## config.mk

```make
export PLATFORM = sky130hd
export DESIGN_NAME = gpio_bank
export DESIGN_NICKNAME = d
export VERILOG_FILES = /design/src/rtl/corvus_mmio_pkg.sv /design/src/rtl/gpio_sync.sv /design/src/rtl/gpio_bank.sv
export SDC_FILE = /design/constraint.sdc
export NUM_CORES = 1
export LEC_CHECK = 0
export CELL_PAD_IN_SITES_DETAIL_PLACEMENT = 0
export CELL_PAD_IN_SITES_GLOBAL_PLACEMENT = 1
export CORE_UTILIZATION = 38
export CTS_CLUSTER_SIZE = 8
export DETAILED_ROUTE_END_ITERATION = 12
export PLACE_DENSITY_LB_ADDON = 0.15
export SLEW_MARGIN = 20
export SYNTH_ARGS = -nofsm -noshare
export SYNTH_HDL_FRONTEND = slang
export SYNTH_SLANG_ARGS = --single-unit
```

## constraint.sdc

```tcl
create_clock -name CLK -period 1.6 [get_ports CLK]
set_input_delay 0.4 -clock CLK [delete_from_list [all_inputs] [get_ports CLK]]
set_output_delay 0.4 -clock CLK [all_outputs]
set_load 0.01 [all_outputs]
```

## src/rtl/corvus_mmio_pkg.sv

```systemverilog
// rtl/corvus_mmio_pkg.sv - shared memory-map constants for the corvus MMIO blocks
package corvus_mmio_pkg;

  // CPU-visible register width of every MMIO block
  localparam int GPIO_REG_W = 16;

  // GPIO register indices, shared by the address decoder and firmware headers
  typedef enum logic [2:0] {
    GPIO_DATA   = 3'd0,
    GPIO_DIR    = 3'd1,
    GPIO_SET    = 3'd2,
    GPIO_CLR    = 3'd3,
    GPIO_IEN    = 3'd4,
    GPIO_RISE   = 3'd5,
    GPIO_FALL   = 3'd6,
    GPIO_STATUS = 3'd7
  } gpioReg_e;

endpackage

```

## src/rtl/gpio_sync.sv

```systemverilog
// rtl/gpio_sync.sv - pad input synchroniser plus one history flop for edge detection
module gpio_sync #(
  parameter int WIDTH       = 16,
  parameter int SYNC_STAGES = 2
) (
  input  logic             CLK,
  input  logic             RST,
  input  logic [WIDTH-1:0] pinsAsync,
  output logic [WIDTH-1:0] syncOut,
  output logic [WIDTH-1:0] histOut
);

  logic [WIDTH-1:0] stage [SYNC_STAGES];

  // Shift the raw pads through the synchroniser, then keep one extra sample of history
  always_ff @(posedge CLK) begin
    if (RST) begin
      for (int i = 0; i < SYNC_STAGES; i++) begin
        stage[i] <= '0;
      end
      histOut <= '0;
    end else begin
      stage[0] <= pinsAsync;
      for (int i = 1; i < SYNC_STAGES; i++) begin
        stage[i] <= stage[i-1];
      end
      histOut <= stage[SYNC_STAGES-1];
    end
  end

  assign syncOut = stage[SYNC_STAGES-1];

endmodule

```

## src/rtl/gpio_bank.sv

```systemverilog
// rtl/gpio_bank.sv - memory-mapped GPIO bank with edge-triggered interrupt status
module gpio_bank #(
  parameter int          WIDTH       = 16,
  parameter int          SYNC_STAGES = 2,
  parameter logic [15:0] RESET_DIR   = 16'h0000
) (
  input  logic             CLK,
  input  logic             RST,
  input  logic             sel,
  input  logic             write,
  input  logic [2:0]       addr,
  input  logic [15:0]      din,
  output logic [15:0]      dout,
  input  logic [WIDTH-1:0] pins_in,
  output logic [WIDTH-1:0] pins_out,
  output logic [WIDTH-1:0] pins_oe,
  output logic             irq
);

  import corvus_mmio_pkg::*;

  logic [WIDTH-1:0] outReg;
  logic [WIDTH-1:0] dirReg;
  logic [WIDTH-1:0] ienReg;
  logic [WIDTH-1:0] riseReg;
  logic [WIDTH-1:0] fallReg;
  logic [WIDTH-1:0] statusReg;

  logic [WIDTH-1:0] syncIn;
  logic [WIDTH-1:0] histIn;
  logic [WIDTH-1:0] riseEdge;
  logic [WIDTH-1:0] fallEdge;
  logic [WIDTH-1:0] eventBits;
  logic [WIDTH-1:0] wrData;
  logic [WIDTH-1:0] w1cMask;
  logic [WIDTH-1:0] rdNarrow;
  logic [GPIO_REG_W-1:0] readData;

  logic rdStrobe;
  logic wrStrobe;

  // Bits above WIDTH of the CPU bus are simply never stored
  assign rdStrobe = sel & ~write;
  assign wrStrobe = sel & write;
  assign wrData   = din[WIDTH-1:0];

  gpio_sync #(
    .WIDTH       (WIDTH),
    .SYNC_STAGES (SYNC_STAGES)
  ) u_sync (
    .CLK       (CLK),
    .RST       (RST),
    .pinsAsync (pins_in),
    .syncOut   (syncIn),
    .histOut   (histIn)
  );

  // Edge events come from flopped samples only, so pins never reach an output combinationally
  always_comb begin
    riseEdge  = syncIn & ~histIn;
    fallEdge  = ~syncIn & histIn;
    eventBits = (riseEdge & riseReg) | (fallEdge & fallReg);
  end

  // Control registers; reset wins over any access on the same edge
  always_ff @(posedge CLK) begin
    if (RST) begin
      outReg  <= '0;
      dirReg  <= RESET_DIR[WIDTH-1:0];
      ienReg  <= '0;
      riseReg <= '0;
      fallReg <= '0;
    end else if (wrStrobe) begin
      case (addr)
        GPIO_DATA: outReg  <= wrData;
        GPIO_DIR:  dirReg  <= wrData;
        GPIO_SET:  outReg  <= outReg | wrData;
        GPIO_CLR:  outReg  <= outReg & ~wrData;
        GPIO_IEN:  ienReg  <= wrData;
        GPIO_RISE: riseReg <= wrData;
        GPIO_FALL: fallReg <= wrData;
        default:   ;
      endcase
    end
  end

  // Write-1-to-clear mask for STATUS, only during a STATUS write
  always_comb begin
    w1cMask = '0;
    if (wrStrobe && (addr == GPIO_STATUS)) begin
      w1cMask = wrData;
    end
  end

  // STATUS latches events regardless of IEN; a new event beats a same-cycle clear
  always_ff @(posedge CLK) begin
    if (RST) begin
      statusReg <= '0;
    end else begin
      statusReg <= (statusReg & ~w1cMask) | eventBits;
    end
  end

  // Interrupt is a registered OR of the enabled status bits
  always_ff @(posedge CLK) begin
    if (RST) begin
      irq <= 1'b0;
    end else begin
      irq <= |(statusReg & ienReg);
    end
  end

  // Read mux; DATA shows the driven value on outputs and the synchronised pad on inputs
  always_comb begin
    rdNarrow = '0;
    case (addr)
      GPIO_DATA:   rdNarrow = (dirReg & outReg) | (~dirReg & syncIn);
      GPIO_DIR:    rdNarrow = dirReg;
      GPIO_IEN:    rdNarrow = ienReg;
      GPIO_RISE:   rdNarrow = riseReg;
      GPIO_FALL:   rdNarrow = fallReg;
      GPIO_STATUS: rdNarrow = statusReg;
      default:     rdNarrow = '0;
    endcase
    readData = '0;
    readData[WIDTH-1:0] = rdNarrow;
  end

  // Read data register; holds between reads and across writes
  always_ff @(posedge CLK) begin
    if (RST) begin
      dout <= '0;
    end else if (rdStrobe) begin
      dout <= readData;
    end
  end

  assign pins_out = outReg;
  assign pins_oe  = dirReg;

endmodule
```

==> impl_metrics.toml <==
[synthesis]
syn-num-nets = 761
synth-edff-count = 0
synth_cell_types = 44
ys_async_sr_fraction = 0
ys.flop_type = "dfxtp_1"
synth_warnings = 0
ys_seq_area_frac = 0.480
synth_area_sq_um = 6710
syn_inst = 722
syn_avg_cell_area_sq_um = 9.30
ys_ff_latch = 161

[clock_network]
clk_latency_ps = 430
cts_buffer_depth = 2
clock_sinks = 161
cts_inserted_buffers = 17
cts_tree = "built"
clkSlewWorstSetupHoldPaths_ps = 60
cts_root_buf = "clkbuf_16"
hold_buffers = 0
htreeDepth = 4

[global_routing]
grt_pass1_vias = 5716
grt_first_pass_wirelength_um = 31000
track_usage = 0.225
grt_max_degree = 131
antenna_found_initial = 0
grt-ovfl-total = 0

[cells_and_area]
multi_input_area_sq_um = 3200
layout_commonest_cell = "dfxtp_1"
syn_to_final_growth_pct = 32.0
fin_util = 0.512
drive_gt1_frac = 0.169
final_nets = 902
final_cell_mix = "dfxtp_1 (157), nand2_1 (100), buf_4 (73), nor2b_1 (65), dlygate4sd2_1 (53)"
diodes = 0
register_area_sq_um = 3230
fillers = 1632

[placement]
place_ws_ps = -817
dp_hpwl_um = 13400
finalWeightedCongestion = 0.873
port_buffers = 87

[job]
max_cap_viol_count = 0

[sta]
layout_worst_path_cycle_share = 0.958
fin_ws_ps = 66.5
fmax_ghz = 0.652
setup_viol = 0
slew_headroom = 0.334
min_period_ps = 1530
worst_clock_skew_ps = 8.32
rsz0062_at_grt = "false"
hold_viol_final = 0
slew_violations = 0
setup_tns_ps = 0
worst_slew_pin_slew_ps = 995

[routing]
drt-pass1-iter-count = 5
wire_per_inst_um = 17.9
routed_wl_um = 19700
drc_errors = 0
drtIter0Drc = 432
vias = 5854
ant_nets = 0
via_per_inst = 5.32

[setup_path]
reg2reg_depth = 4
critPathMaxStageDelay_ps = 410
critPathArrivalTime_ps = 1130
start_kind = "flip-flop"
cp.depth = 1
rrSetupSlack_ps = 100
critPathTopFamily = "flip-flops"
crit_chain = "dlygate4sd2_1"
cp_num_buf_inv = 1
critPathCaptureType = "output port"
cp.required_ps = 1200
slowest_stage = "dfxtp_1"
crit_path_max_fanout = 4
worstSetupPathType = "reg2out"

[min_path]
hold_path_depth = 2
min_path_type = "in2reg"

[floorplan]
start_util = 0.388
die_area_sq_um = 18200
die_h_um = 135
fp-row-count = 48
die_w_um = 135
core_area_sq_um = 17300
ios = 88

[pwr]
p_leak_nw = 3.44
swShare = 0.225
vdd_ir_drop_max_v = 0.000801
comb_power_share = 0.082
clkPwrFrac = 0.467
seqPwrFrac = 0.452
powerDensity_nw_per_um2 = 1040
p_int_w = 0.00715
p_switching_w = 0.00208

[status]
status = "completed"
## layout make-up
cell class | instances | share of cell area
clock inverter | 11 | 0.0181
sequential | 161 | 0.364
inverter | 18 | 0.00763
timing repair buffer | 166 | 0.165
clock buffer | 21 | 0.0520
tap | 225 | 0.0318
multi-input combinational | 499 | 0.361
## cells in the mapped netlist (2+ instances only)
cell type | count | area (sq um)
a22o_1 | 10 | 87.6
a211oi_1 | 6 | 45.0
a22oi_1 | 4 | 30.0
dfxtp_1 | 161 | 3220
mux2_2 | 15 | 169
buf_4 | 2 | 15.0
buf_2 | 12 | 60.1
a21o_1 | 2 | 15.0
nor2_1 | 46 | 173
a21oi_1 | 49 | 245
and3_1 | 2 | 12.5
a21boi_1 | 6 | 45.0
o211ai_1 | 7 | 52.6
buf_6 | 8 | 90.1
nor3_1 | 2 | 10.0
inv_1 | 18 | 67.6
nor3_4 | 3 | 48.8
mux2i_1 | 48 | 480
a32o_1 | 9 | 90.1
o21ai_0 | 41 | 205
clkbuf_1 | 20 | 75.1
nand3b_1 | 32 | 240
a222oi_1 | 6 | 60.1
nor2b_1 | 65 | 407
a221oi_1 | 3 | 26.3
a221o_1 | 8 | 80.1
nand3_1 | 5 | 25.0
nand2_1 | 100 | 375
a31oi_1 | 17 | 106
## power by group through the flow
| stage | sequential, W | clock [W] | combinational [W] |
|---|---|---|---|
| 2_1_floorplan | 0.00425 | 0 | 0.000354 |
| 3_3_place_gp | 0.00426 | 0 | 0.000752 |
| 3_5_place_dp | 0.00426 | 0 | 0.000761 |
| 4_1_cts | 0.00417 | 0.00438 | 0.000761 |
| 5_1_grt | 0.00418 | 0.00455 | 0.000816 |
| 6_report | 0.00417 | 0.00431 | 0.000756 |
## what timing repair did
item	CTS	global route
setup buffers	3	0
resized for setup	68	0
gates cloned	1	0
setup endpoints to repair	116	1
pin swaps	6	1
## metal layers
metal	wire length, um	global-route usage	share of wire	vias to the layer above
li1	-	-	-	2804
met1	8910	0.288	0.45	2841
met2	9430	0.373	0.48	177
met3	839	0.0353	0.043	32
met4	502	0.0993	0.025	0
met5	0	0	0	-
## cells by family (layout without fill, tap and decap cells)
logic type / after synthesis / in the layout / share of synthesized area
AOI/OAI and AO/OA: 170 / 170 / 0.165
buffers and inverters: 63 / 216 / 0.0494
DFF: 161 / 161 / 0.480
muxes: 63 / 63 / 0.0967
and+or+nand+nor: 265 / 266 / 0.209
## flip-flops by register name, indices dropped and copies added (netlist names)
signal          count
ienReg             16
fallReg            16
dout               16
u_sync.stage       32
pins_out           16
u_sync.histOut     16
riseReg            16
pins_oe            16
irq                 1
statusReg          16
## through the flow
step / hold WS, ps / total power [W] / std cells / area, sq um
floorplan: 414 / 0.00460 / 722 / 6710
global placement: 418 / 0.00501 / 1065 / 8230
detailed placement: 425 / 0.00502 / 1065 / 8230
CTS: 212 / 0.00930 / 1101 / 8860
global route: 220 / 0.00955 / 1101 / 8860
finish: 217 / 0.00923 / 1101 / 8860
## worst paths after layout
kind,to,start
max,pins_oe[5],pins_oe[5]$_SDFFE_PP0P_
max reg2reg,dout[4]$_SDFFE_PP0P_,pins_oe[4]$_SDFFE_PP0P_
min reg2reg,u_sync.stage[0][22]$_SDFF_PP0_,u_sync.stage[0][6]$_SDFF_PP0_
min,ienReg[0]$_SDFFE_PP0P_,RST
Note: power is estimated with default switching activity, not from simulation.
==> RTL edit 1, RTL diff (same flow settings) <==
Add an input register stage for `sel`, cleared by the reset; this delays it by one clock. The other inputs are not delayed to match.
--- a/src/rtl/gpio_bank.sv
+++ b/src/rtl/gpio_bank.sv
@@ -20,2 +20,12 @@
   import corvus_mmio_pkg::*;
+
+  logic sel_q;
+
+  always_ff @(posedge CLK) begin
+    if (RST) begin
+      sel_q <= '0;
+    end else begin
+      sel_q <= sel;
+    end
+  end
 
@@ -42,4 +52,4 @@
   // Bits above WIDTH of the CPU bus are simply never stored
-  assign rdStrobe = sel & ~write;
-  assign wrStrobe = sel & write;
+  assign rdStrobe = sel_q & ~write;
+  assign wrStrobe = sel_q & write;
   assign wrData   = din[WIDTH-1:0];
Formal check against the unedited RTL: not equivalent (Yosys sat finds a counterexample within 4 cycles, from zero or initial values and one cycle with RST high).
==> RTL edit 1 against the unedited design <==
Sequential cell count is 1 higher. Design area is 1.6% higher. Hold slack better by 0.22 ns. Global-route usage is 3.1 points higher. Total power is 2.6% lower. Routed wire length is 16% higher. Setup slack worse by 0.017 ns. Synthesized area is 0.63% higher. Largest cell class unchanged.
==> RTL edit 1: results (changes against the unedited design) <==
First-pass DRT Iterations = 7 (+2)
FF-to-FF setup slack = 0.18 ns (+0.08 ns)
Layout fillers = 1596 (-2.2%)
commonest cells in the netlist = dfxtp_1 (162), nand2_1 (134), a21oi_1 (97)
number of global-route vias before repair = 6027 (+5.4%)
Final Wtd Congestion = 0.888 (+1.7%)
Crit Path Max Fanout = 9 (+5)
Cell Area, Synth = 6760 um2 (+0.63%)
Sw Ratio = 23.0% (+0.42 points)
cell family with most CP delay = compound AO/OA/AOI/OAI gates
area of the multi-input gates = 3180 um2 (-0.55%)
layout cell share with drive strength beyond 1 = 16.3% (-0.64 points)
largest net degree at the start of global routing = 54 (-59%)
Setup Skew = 0.00463 ns (-0.00369 ns)
Peak Freq = 645 MHz (-1.1%)
CP arrival = 1.85 ns (+0.72 ns)
clock power share = 45.8% (-0.9 points)
DP Area = 8370 um2 (+1.7%)
Total GRT Usage = 25.6% (+3.1 points)
ClkCell Share = 6.48% (-0.52 points)
Hold Path Class = reg2reg
status = finished clean
Mapped Nets = 818 (+7.5%)
buffering overhead = 18.1% (+1.6 points)
proportion of synthesized area in mux cells = 3.76% (-5.9 points)
Synth-to-Final Area Change = 33.2%
Initial DRC Count = 587 (+36%)
CP max stage cell = a221oi_1
via count = 6356 (+8.6%)
Register Area = 3250 um2 (+0.70%)
first-pass GRT wire length = 34.8 mm (+12%)
combinational cell power = 700 uW (-7.4%)
==> RTL edit 1: kinds of logic after synthesis <==
kind of cell	after synthesis
flops	162
simple gates	311
mux	24
buf+inv	78
compound gates	204
==> RTL edit 1: path summary, 6_finish.rpt <==
path,start,end,cells after the start
max,addr[1],dout[5],7
min,u_sync.stage[0][4],u_sync.stage[0][20],1
max reg2reg,sel_q,riseReg[7],6
min reg2reg,u_sync.stage[0][4],u_sync.stage[0][20],1
==> RTL edit 1: per-layer routing <==
metal | wire length, um | part of all wire (%) | vias to the layer above | global-route usage, %
li1 | - | - | 2994 | -
met1 | 10200 | 45 | 3088 | 34.8
met2 | 10500 | 46 | 249 | 40.8
met3 | 1640 | 7.2 | 25 | 5.13
met4 | 391 | 1.7 | 0 | 7.62
met5 | 0 | 0 | - | 0
==> RTL edit 1: timing repair <==
action / in CTS / in global routing
pin swaps: 1 / 2
gates cloned: 0 / 1
gates resized for setup: 63 / 7
setup buffers: 3 / 0
endpoints found under the setup margin: 139 / 82
==> RTL edit 2, RTL diff (same settings) <==
Made on the original files. `SYNC_STAGES` is set to 2 in 2 places; all go to 4.
--- a/src/rtl/gpio_sync.sv
+++ b/src/rtl/gpio_sync.sv
@@ -3,3 +3,3 @@
   parameter int WIDTH       = 16,
-  parameter int SYNC_STAGES = 2
+  parameter int SYNC_STAGES = 4
 ) (
--- a/src/rtl/gpio_bank.sv
+++ b/src/rtl/gpio_bank.sv
@@ -3,3 +3,3 @@
   parameter int          WIDTH       = 16,
-  parameter int          SYNC_STAGES = 2,
+  parameter int          SYNC_STAGES = 4,
   parameter logic [15:0] RESET_DIR   = 16'h0000
Behaviour: not the same (Yosys sat finds a counterexample within 4 cycles, from zero or initial values and one cycle with RST high).
==> RTL edit 2 against the unedited design <==
Synthesized area increased by 11%. Design area increased by 9.8%. Routed wire length increased by 10%. Sequential cell count increased by 32. Total power increased by 6.4%. Sequential power increased by 19%. Non-clock buffer count increased by 5. Count of clock-buffer cells in the layout unchanged. Setup slack about the same. Critical path type is now in2reg. Critical endpoint is now dout[6].
==> RTL edit 2: results (changes against the unedited design) <==
via count = 6223 (+6.3%)
first-pass GRT wire length = 33.1 mm (+6.8%)
Layout fillers = 1815 (+11%)
layout cell share with drive strength beyond 1 = 17.0% (+0.11 points)
diode count = 0 (unchanged)
cell family with most CP delay = compound AO/OA/AOI/OAI gates
Mapped Nets = 824 (+8.3%)
GR Layer Usage met3 = 5.01% (+1.5 points)
Post-Place Setup Slack = -0.820 ns (-0.00332 ns)
Crit Path Max Fanout = 6 (+2)
Setup Skew = 0.00605 ns (-0.00227 ns)
most area-consuming cells after synthesis = dfxtp_1 (52%), nor2b_1 (6.8%), mux2i_1 (6.6%)
NumNets Final = 967 (+7.2%)
Sw Ratio = 23.6% (+1.0 points)
Pleak = 3.79 nW (+10%)
CP arrival = 1.84 ns (+0.71 ns)
DP Area = 9050 um2 (+10%)
Post-CTS Hold Fix Bufs = 0 (unchanged)
First-pass DRT Iterations = 5 (unchanged)
Worst-Margin Slew = 0.650 ns (-0.345 ns)
number of flip-flops under the largest register name = 64 (+100%)
met3 WL = 1.50 mm (+78%)
wire per inst = 18.1 um (+1.1%)
met2 wire length = 9.90 mm (+5.0%)
Port Buffers = 87 (unchanged)
Worst Hold Depth = 1 (-1)
largest net degree at the start of global routing = 84 (-36%)
Yosys cell types = 43 (-2.3%)
Num CTS Buffers = 17 (unchanged)
Met1 Wirelength = 9.75 mm (+9.3%)
CTS H-tree depth = 4 (unchanged)
status = finished clean
met2 GRT Util = 34.4% (-2.9 points)
Initial DRC Count = 467 (+8.1%)
post-synthesis sequential area ratio = 51.6% (+3.6 points)
Final Wtd Congestion = 0.886 (+1.5%)
CP max stage cell = a222oi_1
post-synthesis compound-gate area fraction = 15.0% (-1.5 points)
met1 Use GR = 28.4% (-0.35 points)
VDD IR-drop max = 0.769 mV (-4.0%)
number of global-route vias before repair = 6021 (+5.3%)
initial antenna violation count = 0 (unchanged)
commonest cells in the netlist = dfxtp_1 (193), nand2_1 (100), nor2b_1 (81)
Hold Path Class = reg2reg
post-detail-place hpwl = 14.7 mm (+9.5%)
Total GRT Usage = 21.8% (-0.70 points)
proportion of synthesized area in mux cells = 8.51% (-1.2 points)
[RTL edit 2: cell types whose count changed in the layout (fill, tap and decap cells not counted), moves of 3 or more]
cell / change
mux2_2: -5
dlygate4sd2_1: -5
nand3_1: -3
bufinv_16: -3
inv_6: +3
nor2_1: +15
dfxtp_1: +29
nor2b_1: +15
[RTL edit 2: area by class of cell]
cell class	instances	area, um2	share of cell area (%)
clock inverters	11	103	1.05
well taps	260	325	3.34
multi-input cells	527	3350	34.4
inverters	18	67.6	0.695
clock buffers	21	460	4.73
repair buffers	171	1550	15.9
flip-flops and latches	193	3870	39.8
[RTL edit 2: through the flow]
stage	setup TNS [ns]	std cells
after floorplan	0	785
after global placement	-52.91	1158
after detailed placement	-56.17	1158
after CTS	0	1195
after global routing	0	1201
final	0	1201
[RTL edit 2: repair_timing]
item	CTS	global route
cloned	1	2
buffers inserted	4	4
endpoints found under the setup margin	139	62
pin swaps	1	3
gates resized for setup	64	18
[RTL edit 2: logic make-up (layout without fill, tap and decap cells)]
family / Yosys count / after routing
multiplexers: 61 / 61
AND/OR/NAND/NOR: 292 / 293
buffers and inverters: 66 / 221
AO/OA/AOI/OAI: 173 / 173
flip-flops: 193 / 193
[RTL edit 2: worst paths after layout]
| kind | slack [ns] | endpoint | from |
|---|---|---|---|
| setup reg to reg | 0.11 | dout[6] | pins_oe[6] |
| hold / removal | 0.44 | u_sync.stage[0][58] | u_sync.stage[0][42] |
| setup / recovery | 0.07 | dout[6] | addr[1] |
| hold reg to reg | 0.44 | u_sync.stage[0][58] | u_sync.stage[0][42] |
[RTL edit 2: power groups by stage]
stage,logic [mW],clock network [mW],registers [mW]
after global placement,0.745,0,5.07
after CTS,0.748,4.18,4.96
final,0.767,4.10,4.96
after global routing,0.823,4.40,4.97
after floorplan,0.349,0,5.07
after detailed placement,0.753,0,5.07
